### config.mk
export PLATFORM = sky130hd
export DESIGN_NAME = chacha_block_sequencer
export DESIGN_NICKNAME = d
export VERILOG_FILES = /design/src/rtl/chacha_block_sequencer.sv
export SDC_FILE = /design/constraint.sdc
export NUM_CORES = 1
export LEC_CHECK = 0
export BUFFER_PORTS_ARGS = -buffer_cell sky130_fd_sc_hd__buf_2
export CORE_MARGIN = 2
export CORE_UTILIZATION = 56
export DETAILED_ROUTE_END_ITERATION = 8
export HOLD_SLACK_MARGIN = 0.1
export PLACE_DENSITY = 0.86
export SYNTH_ARGS = -nofsm -noshare
export SYNTH_HDL_FRONTEND = slang
export SYNTH_SLANG_ARGS = --single-unit
### constraint.sdc
create_clock -name clk -period 4.92 [get_ports clk]
set_input_delay 1.23 -clock clk [delete_from_list [all_inputs] [get_ports clk]]
set_output_delay 1.23 -clock clk [all_outputs]
set_load 0.005 [all_outputs]
### src/rtl/chacha_block_sequencer.sv
// ChaCha20 keystream block sequencer: issues one core_start per block of a job and
// holds each finished block until downstream accepts it. Optional macro: CHACHA_CTR_WRAP_ERR_EN.
module chacha_block_sequencer #(
   parameter int unsigned B = 4
) (
   input  logic          clk,
   input  logic          rst_n,
   input  logic          cfg_valid,
   output logic          cfg_ready,
   input  logic [31:0]   cfg_counter,
   input  logic [B-1:0]  cfg_nblocks,
   output logic          core_start,
   output logic [31:0]   core_counter,
   input  logic          core_done,
   output logic          ks_valid,
   input  logic          ks_ready,
   output logic          busy,
   output logic          job_done,
   output logic          wrap_err
);

   localparam int unsigned CTR_W = 32;

   typedef enum logic [2:0] {
      S_IDLE  = 3'd0,
      S_ISSUE = 3'd1,
      S_WAIT  = 3'd2,
      S_DRAIN = 3'd3,
      S_DONE  = 3'd4
   } state_t;

   state_t             state_q, state_d;
   logic [CTR_W-1:0]   counter_q, counter_d;
   logic [B-1:0]       remaining_q, remaining_d;
   logic               ks_hs;

`ifdef CHACHA_CTR_WRAP_ERR_EN
   logic               wrap_err_q, wrap_err_d;
`endif

   assign ks_hs = (state_q == S_DRAIN) && ks_ready;

   // Next-state and job bookkeeping
   always_comb begin
      state_d     = state_q;
      counter_d   = counter_q;
      remaining_d = remaining_q;
`ifdef CHACHA_CTR_WRAP_ERR_EN
      wrap_err_d  = wrap_err_q;
`endif
      case (state_q)
         S_IDLE: begin
            if (cfg_valid) begin
`ifdef CHACHA_CTR_WRAP_ERR_EN
               wrap_err_d = 1'b0;
`endif
               if (cfg_nblocks == B'(0)) begin
                  state_d = S_DONE;
               end else begin
                  counter_d   = cfg_counter;
                  remaining_d = cfg_nblocks;
                  state_d     = S_ISSUE;
               end
            end
         end
         S_ISSUE: state_d = S_WAIT;
         S_WAIT: begin
            if (core_done) state_d = S_DRAIN;
         end
         S_DRAIN: begin
            if (ks_hs) begin
               remaining_d = remaining_q - B'(1);
               counter_d   = counter_q + CTR_W'(1);
               state_d     = (remaining_q == B'(1)) ? S_DONE : S_ISSUE;
`ifdef CHACHA_CTR_WRAP_ERR_EN
               // A wrap with blocks still pending aborts the job instead of reusing a nonce/counter pair
               if ((counter_q == {CTR_W{1'b1}}) && (remaining_q > B'(1))) begin
                  wrap_err_d = 1'b1;
                  state_d    = S_DONE;
               end
`endif
            end
         end
         S_DONE:  state_d = S_IDLE;
         default: state_d = S_IDLE;
      endcase
   end

   always_ff @(posedge clk or negedge rst_n) begin
      if (!rst_n) begin
         state_q     <= S_IDLE;
         counter_q   <= '0;
         remaining_q <= '0;
      end else begin
         state_q     <= state_d;
         counter_q   <= counter_d;
         remaining_q <= remaining_d;
      end
   end

`ifdef CHACHA_CTR_WRAP_ERR_EN
   always_ff @(posedge clk or negedge rst_n) begin
      if (!rst_n) begin
         wrap_err_q <= 1'b0;
      end else begin
         wrap_err_q <= wrap_err_d;
      end
   end
   assign wrap_err = wrap_err_q;
`else
   assign wrap_err = 1'b0;
`endif

   // Outputs decode directly from the state register
   assign cfg_ready    = (state_q == S_IDLE);
   assign core_start   = (state_q == S_ISSUE);
   assign ks_valid     = (state_q == S_DRAIN);
   assign busy         = (state_q != S_IDLE);
   assign job_done     = (state_q == S_DONE);
   assign core_counter = counter_q;

endmodule

Word-level counts from Yosys, hierarchy flattened
Cells that the tools add are included.
- add/subtract/negate cells: 2
- equality and inequality tests: 9
- multiplexer cells: 14
- reduce and logical (&&, ||, !) cells: 7
- operator list (kind ; number):
    $mux W32 ; 3
    $pmux W32 S2 ; 1
    $add A32 B1 Y32 const B ; 1
    $mux W3 ; 5
    $mux W4 ; 3
    $pmux W3 S4 ; 1
    $pmux W4 S2 ; 1
    $eq A3 B2 Y1 const B ; 2
    $ne A2 B2 Y1 const B ; 3
    $eq A4 B1 Y1 const B ; 1
    $logic_not A4 Y1 ; 1
    $reduce_and A4 Y1 ; 1
    $sub A4 B1 Y4 const B ; 1
    $eq A3 B1 Y1 const B ; 1
    $eq A3 B3 Y1 const B ; 1
    $logic_not A3 Y1 ; 1
    $reduce_and A3 Y1 ; 1
    $reduce_bool A3 Y1 ; 1
    $ne A2 B1 Y1 const B ; 1
    $reduce_bool A2 Y1 ; 1
    $logic_and A1 B1 Y1 ; 1
- register bits after elaboration: 39
- output and inout bits: 38

Logic depth before layout (Yosys ltp)
Gate-level depths: netlist (run 1).
- depth in word-level cells: 4
- gate-level depth with buffers: 8
- gate-level depth less buffers: 7

Least setup slack after synthesis (run 1)
Ideal clock, no wire load.
- path kind: input port to flip-flop
- start: in cfg_nblocks[2]
- end: reg counter_q[0] (netlist: core_counter[0])
- arrival: 2504 ps
- required time: 4799 ps
- slack: 2296 ps
- stages: 6
- path through: or4_4 -> a32oi_2 -> buf_2 -> nor3_1 -> a21oi_1 -> nand2_1
- cells in the longest elaborated chain, start to end: 3
- RTL lines (element ; line ; source):
    start: declaration ; 11 ; input logic [B-1:0] cfg_nblocks,
    $logic_not A4 Y1 ; 57 ; if (cfg_nblocks == B'(0)) begin
    $ne A2 B2 Y1 (no line) ; - ;
    $reduce_and A4 Y1 (no line) ; - ;
    end signal: assignment ; 96 ; counter_q <= counter_d;
    end: declaration ; 33 ; logic [CTR_W-1:0] counter_q, counter_d;
No other way between the ends.
A chain may end at the register's enable or synchronous reset.

Worst setup path in the final report (run 1)
- start: in cfg_nblocks[2]
- end: reg counter_q[19] (netlist: core_counter[19])
The elaborated chain is that of the path after synthesis.

==> results of run 1 <==
## cell families after synthesis
kind of cell	share of synthesized area (%)
compound gates	25.9
simple gates	26.5
flops	38.3
mux	2.41
buf+inv	5.26
other cells	0.147
fa+ha+maj	1.48
## per-stage QoR
step                      hold WS (ns)  total power, W
after global routing             0.558         0.00210
after CTS                        0.527         0.00193
after floorplan                  0.507         0.00135
after detailed placement         0.515         0.00169
after global placement           0.511         0.00164
final                            0.542         0.00195
## worst register-to-register path: stages, from the launching register on
cell and delay (ns):
dfrtp_1 0.50, nand3_1 0.40, buf_4 0.35, inv_1 0.15, a32oi_2 0.74, buf_4 0.35
nor4_1 0.08, a311o_1 0.29
## metal layers
layer / GRT usage (%) / wire (um) / vias to the layer above
met4: 11.1 / 140 / 0
met5: 0 / 0 / -
met2: 47.0 / 3460 / 164
met3: 6.75 / 658 / 16
met1: 36.5 / 2980 / 1325
li1: - / - / 1284
## worst max path at each step
stage,startpoint,to,slack (ns),cells past startpoint
after floorplan,cfg_nblocks[2],core_counter[0]$_DFFE_PN0P_,2.30,6
after global placement,cfg_nblocks[2],core_counter[17]$_DFFE_PN0P_,1.51,6
after detailed placement,cfg_nblocks[2],core_counter[19]$_DFFE_PN0P_,1.45,6
after CTS,cfg_nblocks[2],core_counter[19]$_DFFE_PN0P_,1.74,6
after global routing,cfg_nblocks[2],core_counter[19]$_DFFE_PN0P_,1.62,6
final,cfg_nblocks[2],core_counter[19]$_DFFE_PN0P_,1.71,6
## cell usage after synthesis, drive strengths merged (2+ instances only)
library cell | instances | area [um^2]
mux2i | 5 | 50.1
o211ai | 3 | 22.5
dfrtp | 39 | 976
and4 | 2 | 17.5
and3 | 10 | 62.6
nor2 | 26 | 97.6
o22a | 8 | 70.1
inv | 9 | 33.8
nand4 | 16 | 115
nor4 | 6 | 73.8
buf | 14 | 73.8
a41oi | 2 | 17.5
o21ai | 23 | 115
clkbuf | 7 | 26.3
nor3b | 2 | 15.0
a21o | 3 | 22.5
ha | 3 | 37.5
o22ai | 6 | 37.5
a21oi | 37 | 185
a22oi | 6 | 45.0
nand2b | 2 | 12.5
a31oi | 9 | 56.3
nand2 | 24 | 90.1
nor3 | 11 | 66.3
nand3 | 17 | 90.1
## report_power, final
part,internal [W],switching (W)
combinational,0.000411,0.000569
clock,0.000128,0.000117
sequential,0.000479,0.000245
## sequential cells by signal (all words and copies together), names as in the netlist
name	cells
core_counter	32
remaining_q	4
state_q	3
## final cells by class
cell class                      count  share of cell area, %
Multi-Input combinational cell    236                   47.5
Timing Repair Buffer               81                   13.7
Tap cell                           52                   2.15
Inverter                            9                   1.12
Sequential cell                    39                   32.2
Clock buffer                        8                   3.30
==> run_results.csv, run 1 <==
group,metric,value,unit
status,status,"completed",
clock_tree,htreeDepth,2,
placed_design,io_buffers,77,
route,via_per_inst,6.56,
logic_synthesis,synth-edff-count,0,
critical_path,critical_path_class,"input pin to flop",
timing,timing.setup.tns,0,ns
finish,layout_commonest_cell,"buf_2",
critical_path,cpPeakStageDelay,0.77,ns
logic_synthesis,synth-seq-cells,39,
finish,fillCellCount,369,
placed_design,dpl_cell_area,2930,um^2
route,totalWireLength,7.24,mm
logic_synthesis,yosysSeqAreaShare,38.3,%
critical_path,crit_buf_inv,2,
placed_design,place_hpwl,4.94,mm
critical_path,reg2reg_to,"core_counter[19]$_DFFE_PN0P_",
floorplanning,ios,79,
placed_design,place_inst,417,
logic_synthesis,synth-main-ff-cell,"dfrtp_1",
critical_path,crit_family,"compound AO/OA/AOI/OAI gates",
logic_synthesis,yosysUniqueCellTypes,48,
floorplanning,initial_core_util,58.4,%
timing,fin_crit,3.21,ns
logic_synthesis,syn_nets,349,
run,maxCapViolCount,0,
finish,fin_cells,425,
clock_tree,clkSinkCount,39,
logic_synthesis,syn_area_per_cell,8.34,um^2
route,vias,2789,
timing,worstMarginPinSlew,0.915,ns
route,drc,0,
grt,gr-total-overflow,0,
timing,fin_skew,0.00726,ns
timing,min_period_over_period,65.3,%
critical_path,cp.arrival,3.39,ns
finish,synthToLayoutAreaGrowth,19.0,%
critical_path,cp_max_fo,19,
floorplanning,die_y,71.4,um
timing,slew_headroom,39.0,%
finish,drive_gt1_share,26.5,%
clock_tree,cts_tree,"yes",
timing,setup_viol,0,
timing,fmax,311,MHz
logic_synthesis,synthArstFlopShare,100,%
grt,grt_use_total,28.6,%
hold_path,hp-class,"flop to flop",
clock_tree,cts_made_buffers,5,
route,ant_nets,0,
critical_path,timing.critical_path.required,5.10,ns
floorplanning,fp-row-count,24,
critical_path,r2r-start,"state_q[1]$_DFFE_PN0P_",
clock_tree,cts.reportedPaths.clkPinSlew,0.08,ns
hold_path,hold_path_end,"core_counter[29]$_DFFE_PN0P_",
power,peakVddDrop,574,uV
route,post_drt_wl_per_cell,17.0,um
clock_tree,post_cts_buffers,0,
clock_tree,cts_buffer_depth,2,
placed_design,dp_slack,1.45,ns
power,p_per_area,644,nW/um^2
finish,multi_input_area,1440,um^2
timing,hold_viol_final,0,
hold_path,hold_depth,1,
timing,final_max_slew_viol_count,0,
clock_tree,root_buffer,"clkbuf_8",
critical_path,crit_chain,"buf_2, or4_4, a32oi_2, buf_4, nor4_1, a311o_1",
timing,setup_ws,1.71,ns
critical_path,slowest_stage,"a32oi_2",
grt,grt_pass1_vias,2628,
floorplanning,die_area,5100,um^2
critical_path,critPathLaunchType,"input pin",
clock_tree,cts_resized,0,
route,drt_iter0_drc,270,
floorplanning,fp.dieW,71.4,um
critical_path,r2r_cells,7,
critical_path,reg2reg_slack,1.94,ns
finish,final_nets,416,
hold_path,hp-start,"core_counter[29]$_DFFE_PN0P_",
clock_tree,ctsHoldBuffers,0,
grt,grt_pass1_wl,11.7,mm
placed_design,gp_congestion,0.836,
clock_tree,clk_latency,0.30,ns
finish,final_cell_area,3030,um^2
grt,antenna_found_initial,0,
grt,grt_max_degree,57,
logic_synthesis,yosysWarnings,0,
route,drtPass1Iterations,5,
finish,final_util,69.6,%
finish,antenna_cells,0,
finish,regArea,976,um^2
logic_synthesis,syn_inst,305,
floorplanning,core,4350,um^2
power,p_leak,1.36,nW
finish,final_cell_mix,"buf_2, dfrtp_1, a21oi_1, nor2_1, nand2_1",
critical_path,cp-end-kind,"flop",
logic_synthesis,syn_area,2540,um^2
timing,rsz0062_at_grt,"no",
Power figures use the tool's default switching activity.
==> run 2: changes to the inputs <==
--- a/config.mk
+++ b/config.mk
@@ -7,10 +7,10 @@
 export LEC_CHECK = 0
 export BUFFER_PORTS_ARGS = -buffer_cell sky130_fd_sc_hd__buf_2
 export CORE_MARGIN = 2
-export CORE_UTILIZATION = 56
+export CORE_UTILIZATION = 52
 export DETAILED_ROUTE_END_ITERATION = 8
 export HOLD_SLACK_MARGIN = 0.1
-export PLACE_DENSITY = 0.86
+export PLACE_DENSITY = 0.81
 export SYNTH_ARGS = -nofsm -noshare
 export SYNTH_HDL_FRONTEND = slang
 export SYNTH_SLANG_ARGS = --single-unit
==> constraint.sdc (replaced) <==
create_clock -name clk -period 3.37 [get_ports clk]
set_input_delay 0.8425 -clock clk [delete_from_list [all_inputs] [get_ports clk]]
set_output_delay 0.8425 -clock clk [all_outputs]
set_load 0.005 [all_outputs]
==> run 2 against run 1 <==
  * Sequential power up 45%
  * Sequential share of layout area rose by 0.080 points
  * Worst hold slack improved by 0.0015 ns
  * Critical path depth decreased by 2
  * Via count decreased by 4.5%
  * Combinational power rose by 43%
  * Utilization decreased by 5.6 points
  * Total power up 41%
==> run_results.csv, run 2 (synthesis results as in run 1) <==
group,metric,value,unit
finish,largest_register_ff_count,32,
route,post_drt_wl_per_cell,15.3,um
floorplanning,die_area,5470,um^2
placed_design,place_hpwl,4.71,mm
placed_design,gp_congestion,0.869,
clock_tree,cts_tree,"yes",
status,status,"completed",
grt,grt_pass1_wl,11.1,mm
critical_path,critPathLaunchType,"flop",
grt,gr-total-overflow,0,
critical_path,cp-end-kind,"flop",
clock_tree,post_cts_buffers,0,
run,maxCapViolCount,0,
clock_tree,htreeDepth,2,
timing,fin_crit,2.63,ns
power,swShare,47.8,%
power,p_clk_share,11.2,%
floorplanning,core,4720,um^2
critical_path,cp.arrival,2.81,ns
finish,drive_gt1_share,26.1,%
finish,final_cell_mix,"buf_2, dfrtp_1, a21oi_1, nor2_1, nand2_1",
hold_path,hp-class,"flop to flop",
finish,fin_cells,439,
finish,layout_commonest_cell,"buf_2",
route,drt_iter0_drc,234,
timing,rsz0062_at_grt,"no",
power,p_sw,0.00132,W
power,seq_power_share,38.2,%
floorplanning,fp.dieW,74.0,um
timing,fin_skew,0.00310,ns
finish,final_nets,415,
clock_tree,ctsHoldBuffers,0,
clock_tree,clk_latency,0.29,ns
route,totalWireLength,6.72,mm
floorplanning,initial_core_util,53.9,%
floorplanning,ios,79,
timing,slew_headroom,21.4,%
timing,worstMarginPinSlew,1.18,ns
route,vias,2664,
critical_path,cp_max_fo,31,
route,drc,0,
grt,grt_use_total,25.9,%
route,ant_nets,0,
power,intPower,0.00144,W
clock_tree,cts_made_buffers,5,
critical_path,timing.critical_path.required,3.55,ns
power,p_leak,1.34,nW
route,drtPass1Iterations,5,
route,via_per_inst,6.07,
power,p_per_area,912,nW/um^2
clock_tree,cts.reportedPaths.clkPinSlew,0.07,ns
timing,timing.setup.tns,0,ns
finish,synthToLayoutAreaGrowth,18.7,%
placed_design,io_buffers,77,
timing,hold_viol_final,0,
power,peakVddDrop,801,uV
floorplanning,die_y,74.0,um
grt,grt_pass1_vias,2378,
power,comb_power_share,50.6,%
timing,setup_viol,0,
grt,grt_max_degree,58,
clock_tree,cts_buffer_depth,2,
timing,min_period_over_period,78.1,%
timing,fmax,380,MHz
clock_tree,clkSinkCount,39,
clock_tree,cts_resized,0,
critical_path,critical_path_class,"flop to flop",
critical_path,reg2reg_slack,0.74,ns
clock_tree,root_buffer,"clkbuf_8",
finish,antenna_cells,0,
grt,antenna_found_initial,0,
timing,final_max_slew_viol_count,0,
floorplanning,fp-row-count,25,
placed_design,place_inst,431,
[run 2: cell type report]
type,count,area (um^2)
multi-input combinational,236,1440
sequential,39,976
clock buffer,7,76.3
timing repair buffer,80,408
tap,67,83.8
inverter,9,33.8
clock inverter,1,5.00
fill,421,1700
[run 2: path summary, 6_finish.rpt]
| kind | from | to | depth (start not counted) |
|---|---|---|---|
| hold / removal | core_counter[22]$_DFFE_PN0P_ | core_counter[22]$_DFFE_PN0P_ | 1 |
| min in group asynchronous | rst_n | core_counter[10]$_DFFE_PN0P_ | 1 |
| hold reg to reg | core_counter[22]$_DFFE_PN0P_ | core_counter[22]$_DFFE_PN0P_ | 1 |
| max in group asynchronous | rst_n | core_counter[27]$_DFFE_PN0P_ | 1 |
| setup reg to reg | state_q[1]$_DFFE_PN0P_ | core_counter[19]$_DFFE_PN0P_ | 4 |
| setup / recovery | state_q[1]$_DFFE_PN0P_ | core_counter[19]$_DFFE_PN0P_ | 4 |
[run 2: worst max-delay path, cell delays in order (launching register included)]
cell and delay, ns:
dfrtp_1 0.53, nand3_1 0.41, o21ai_2 1.04, a31oi_1 0.19
a311o_1 0.35
[run 2: power by group through the flow]
| stage | registers (W) | logic [W] | clock network [W] |
|---|---|---|---|
| finish | 0.00105 | 0.00140 | 0.000308 |
| global route | 0.00110 | 0.00159 | 0.000335 |
| CTS | 0.00104 | 0.00139 | 0.000315 |
| detailed placement | 0.00105 | 0.00139 | 0 |
| global placement | 0.00104 | 0.00136 | 0 |
| floorplan | 0.000969 | 0.00101 | 0 |
[run 2: metrics by stage]
step | total power [W] | util (%) | worst slack [ns] | hold WS, ns | area, um^2
floorplan | 0.00197 | - | 1.13 | 0.507 | 2540
global placement | 0.00240 | 62.3 | 0.730 | 0.531 | 2940
detailed placement | 0.00244 | 62.3 | 0.663 | 0.530 | 2940
CTS | 0.00275 | 64.0 | 0.793 | 0.547 | 3020
global route | 0.00302 | 64.0 | 0.516 | 0.572 | 3020
finish | 0.00275 | 64.0 | 0.739 | 0.544 | 3020
[run 2: layer usage]
metal	GRT usage, %	vias to the layer above	share of wire, %
met5	0	-	0
met4	8.08	0	1.8
met3	4.47	14	6.5
met2	41.6	97	47
met1	36.1	1256	45
li1	-	1297	-
==> run 3: changes to the inputs <==
--- a/config.mk
+++ b/config.mk
@@ -5,12 +5,13 @@
 export SDC_FILE = /design/constraint.sdc
 export NUM_CORES = 1
 export LEC_CHECK = 0
+export ABC_AREA = 1
 export BUFFER_PORTS_ARGS = -buffer_cell sky130_fd_sc_hd__buf_2
 export CORE_MARGIN = 2
-export CORE_UTILIZATION = 52
+export CORE_UTILIZATION = 53
 export DETAILED_ROUTE_END_ITERATION = 8
 export HOLD_SLACK_MARGIN = 0.1
-export PLACE_DENSITY = 0.81
+export PLACE_DENSITY = 0.8
 export SYNTH_ARGS = -nofsm -noshare
 export SYNTH_HDL_FRONTEND = slang
 export SYNTH_SLANG_ARGS = --single-unit
==> constraint.sdc (replaced) <==
create_clock -name clk -period 2.45 [get_ports clk]
set_input_delay 0.6125 -clock clk [delete_from_list [all_inputs] [get_ports clk]]
set_output_delay 0.6125 -clock clk [all_outputs]
set_load 0.005 [all_outputs]
==> run 3 against run 2 <==
  * Cell count rose by 44%
  * Flip-flop and latch count is the same
  * Clock power increased by 110%
  * Sequential power up 33%
  * Register-to-register slack worse by 0.30 ns
  * Sequential share of layout area fell by 4.2 points
  * Clock-buffer cell count is 1 lower
  * Via count rose by 19%
  * Final area increased by 15%
  * Critical path depth up 6
  * Die area grew 12%
  * Global-route usage grew 0.21 points
==> run_results.csv, run 3 <==
group,metric,value,unit
finish,largest_register_ff_count,32,
route,via_per_inst,4.99,
placed_design,place_hpwl,5.60,mm
route,totalWireLength,7.54,mm
timing,fin_crit,2.01,ns
timing,fin_skew,0.00961,ns
hold_path,hp-class,"input pin to async pin",
clock_tree,cts_tree,"yes",
finish,multi_input_area,1690,um^2
status,status,"completed",
power,p_leak,1.79,nW
grt,antenna_found_initial,0,
logic_synthesis,synth-seq-cells,39,
logic_synthesis,yosysWarnings,0,
logic_synthesis,syn_inst,487,
logic_synthesis,syn_area,2920,um^2
timing,worstMarginPinSlew,0.533,ns
floorplanning,die_y,78.2,um
critical_path,critical_path_class,"flop to flop",
logic_synthesis,synthArstFlopShare,100,%
logic_synthesis,yosysSeqAreaShare,33.5,%
clock_tree,post_cts_buffers,0,
logic_synthesis,synthTopCellsByArea,"dfrtp_1, nand2_1, nor2_1",
logic_synthesis,synth_common_cells,"nand2_1, nor2_1, inv_1, dfrtp_1, nand3_1",
finish,drive_gt1_share,16.7,%
logic_synthesis,synthAdderAreaFrac,1.29,%
floorplanning,ios,79,
critical_path,crit_chain,"ha_1, nand2_1, nor2_1, nand2_1, nor2_1, nand2_1, nand2_1, nand3_1, nand2_1, nand2_1",
placed_design,io_buffers,77,
critical_path,critPathLaunchType,"flop",
route,ant_nets,0,
critical_path,path_common_cell,"nand2_1",
route,drtPass1Iterations,5,
timing,final_max_slew_viol_count,0,
logic_synthesis,synth.top_cell.area_share,33.5,%
run,maxCapViolCount,0,
power,peakVddDrop,663,uV
clock_tree,root_buffer,"clkbuf_8",
clock_tree,cts.reportedPaths.clkPinSlew,0.08,ns
clock_tree,ctsHoldBuffers,0,
logic_synthesis,yosysUniqueCellTypes,27,
floorplanning,die_area,6110,um^2
timing,setup_viol,0,
floorplanning,fp.dieW,78.2,um
finish,layout_commonest_cell,"nand2_1",
timing,fmax,497,MHz
critical_path,crit_family,"simple AND/OR/NAND/NOR gates",
route,drc,0,
critical_path,crit_buf_inv,0,
power,p_per_area,1260,nW/um^2
floorplanning,initial_core_util,54.0,%
finish,fillCellCount,541,
timing,timing.setup.tns,0,ns
clock_tree,clk_latency,0.30,ns
clock_tree,cts_made_buffers,5,
logic_synthesis,synth_simple_gate_area_share,47.4,%
timing,slew_headroom,64.5,%
route,vias,3166,
logic_synthesis,synth_top_family_by_area,"simple AND/OR/NAND/NOR gates",
logic_synthesis,synth-xor-area-share,3.30,%
placed_design,gp_congestion,0.910,
clock_tree,clkSinkCount,39,
finish,final_nets,605,
logic_synthesis,syn_area_per_cell,5.99,um^2
timing,hold_viol_final,0,
clock_tree,cts_resized,0,
grt,grt_use_total,26.1,%
critical_path,slowest_stage,"dfrtp_1",
logic_synthesis,synth-main-ff-cell,"dfrtp_1",
finish,regArea,976,um^2
finish,antenna_cells,0,
critical_path,cp.arrival,2.20,ns
floorplanning,core,5410,um^2
finish,final_cell_mix,"nand2_1, nor2_1, buf_2, inv_1, dfrtp_1",
logic_synthesis,synth-edff-count,0,
grt,gr-total-overflow,0,
logic_synthesis,synth-compound-area-share,5.79,%
logic_synthesis,syn_nets,531,
grt,grt_pass1_wl,12.9,mm
timing,rsz0062_at_grt,"no",
critical_path,cp-end-kind,"flop",
logic_synthesis,synth.most_common_cell,"nand2_1",
timing,min_period_over_period,82.2,%
route,drt_iter0_drc,149,
floorplanning,fp-row-count,27,
timing,holdWs,0.222,ns
logic_synthesis,synth_mux_area_share,0,%
route,post_drt_wl_per_cell,11.9,um
grt,grt_max_degree,53,
logic_synthesis,yosys.area.top_type,"dfrtp_1",
critical_path,timing.critical_path.required,2.64,ns
critical_path,cpPeakStageDelay,0.41,ns
clock_tree,htreeDepth,2,
grt,grt_pass1_vias,2877,
finish,synthToLayoutAreaGrowth,19.3,%
clock_tree,cts_buffer_depth,2,
critical_path,cp_max_fo,5,
[run 3: changes by cell type after synthesis, sizes merged, moves of 9 or more]
| cell | before | now |
|---|---|---|
| and3 | 10 | 1 |
| a21oi | 37 | 0 |
| nor3 | 11 | 2 |
| nor2 | 26 | 105 |
| inv | 9 | 43 |
| nand4 | 16 | 0 |
| nand3 | 17 | 36 |
| nand2 | 24 | 195 |
[run 3: worst paths after layout]
| path | from | endpoint | slack [ns] | cells past startpoint |
|---|---|---|---|---|
| worst max-delay path | core_counter[0]$_DFFE_PN0P_ | core_counter[30]$_DFFE_PN0P_ | 0.44 | 10 |
| worst min-delay path | rst_n | core_counter[2]$_DFFE_PN0P_ | 0.22 | 1 |
| worst max register to register | core_counter[0]$_DFFE_PN0P_ | core_counter[30]$_DFFE_PN0P_ | 0.44 | 10 |
| min in group clk | core_counter[31]$_DFFE_PN0P_ | core_counter[31]$_DFFE_PN0P_ | 0.53 | 2 |
| max in group asynchronous | rst_n | core_counter[21]$_DFFE_PN0P_ | 1.69 | 2 |
| worst min register to register | core_counter[31]$_DFFE_PN0P_ | core_counter[31]$_DFFE_PN0P_ | 0.53 | 2 |
[run 3: where the power goes]
group	switching (W)	internal (W)	total, W
Clock	0.000240	0.000407	0.000647
Sequential	0.000419	0.000979	0.00140
Combinational	0.00143	0.000910	0.00234
Total	0.00209	0.00230	0.00438
[run 3: cell families after synthesis]
family,after synthesis
AOI/OAI and AO/OA,32
xor gates and xnor gates,11
adders and majority gates,3
buffers and inverters,57
DFF,39
other,1
and+or+nand+nor,344
[run 3: layout make-up]
| class | instances | area share [%] |
|---|---|---|
| flip-flops and latches | 39 | 28.1 |
| clock inverters | 2 | 1.73 |
| multi-input cells | 391 | 48.5 |
| inverters | 43 | 4.71 |
| clock buffers | 6 | 2.09 |
| repair buffers | 81 | 12.3 |
| well taps | 72 | 2.59 |
[run 3: layer usage]
layer  wire length [um]  track usage (%)  part of all wire [%]  vias to the layer above
met1               3560             35.4                    47                     1415
met4                146             9.12                   1.9                        0
met2               3400             43.0                    45                       97
met3                434             3.68                   5.8                       12
met5                  0                0                     0                        -
li1                   -                -                     -                     1642
[run 3: metrics by stage]
| step | utilization (%) | std cells | total power [W] | setup slack (ns) | area [um^2] |
|---|---|---|---|---|---|
| after global placement | 61.9 | 626 | 0.00365 | 0.518 | 3350 |
| after floorplan | - | 487 | 0.00306 | 0.791 | 2920 |
| final | 64.4 | 634 | 0.00438 | 0.437 | 3480 |
| after global routing | 64.4 | 634 | 0.00485 | 0.192 | 3480 |
| after CTS | 64.4 | 634 | 0.00439 | 0.455 | 3480 |
| after detailed placement | 61.9 | 626 | 0.00373 | 0.484 | 3350 |
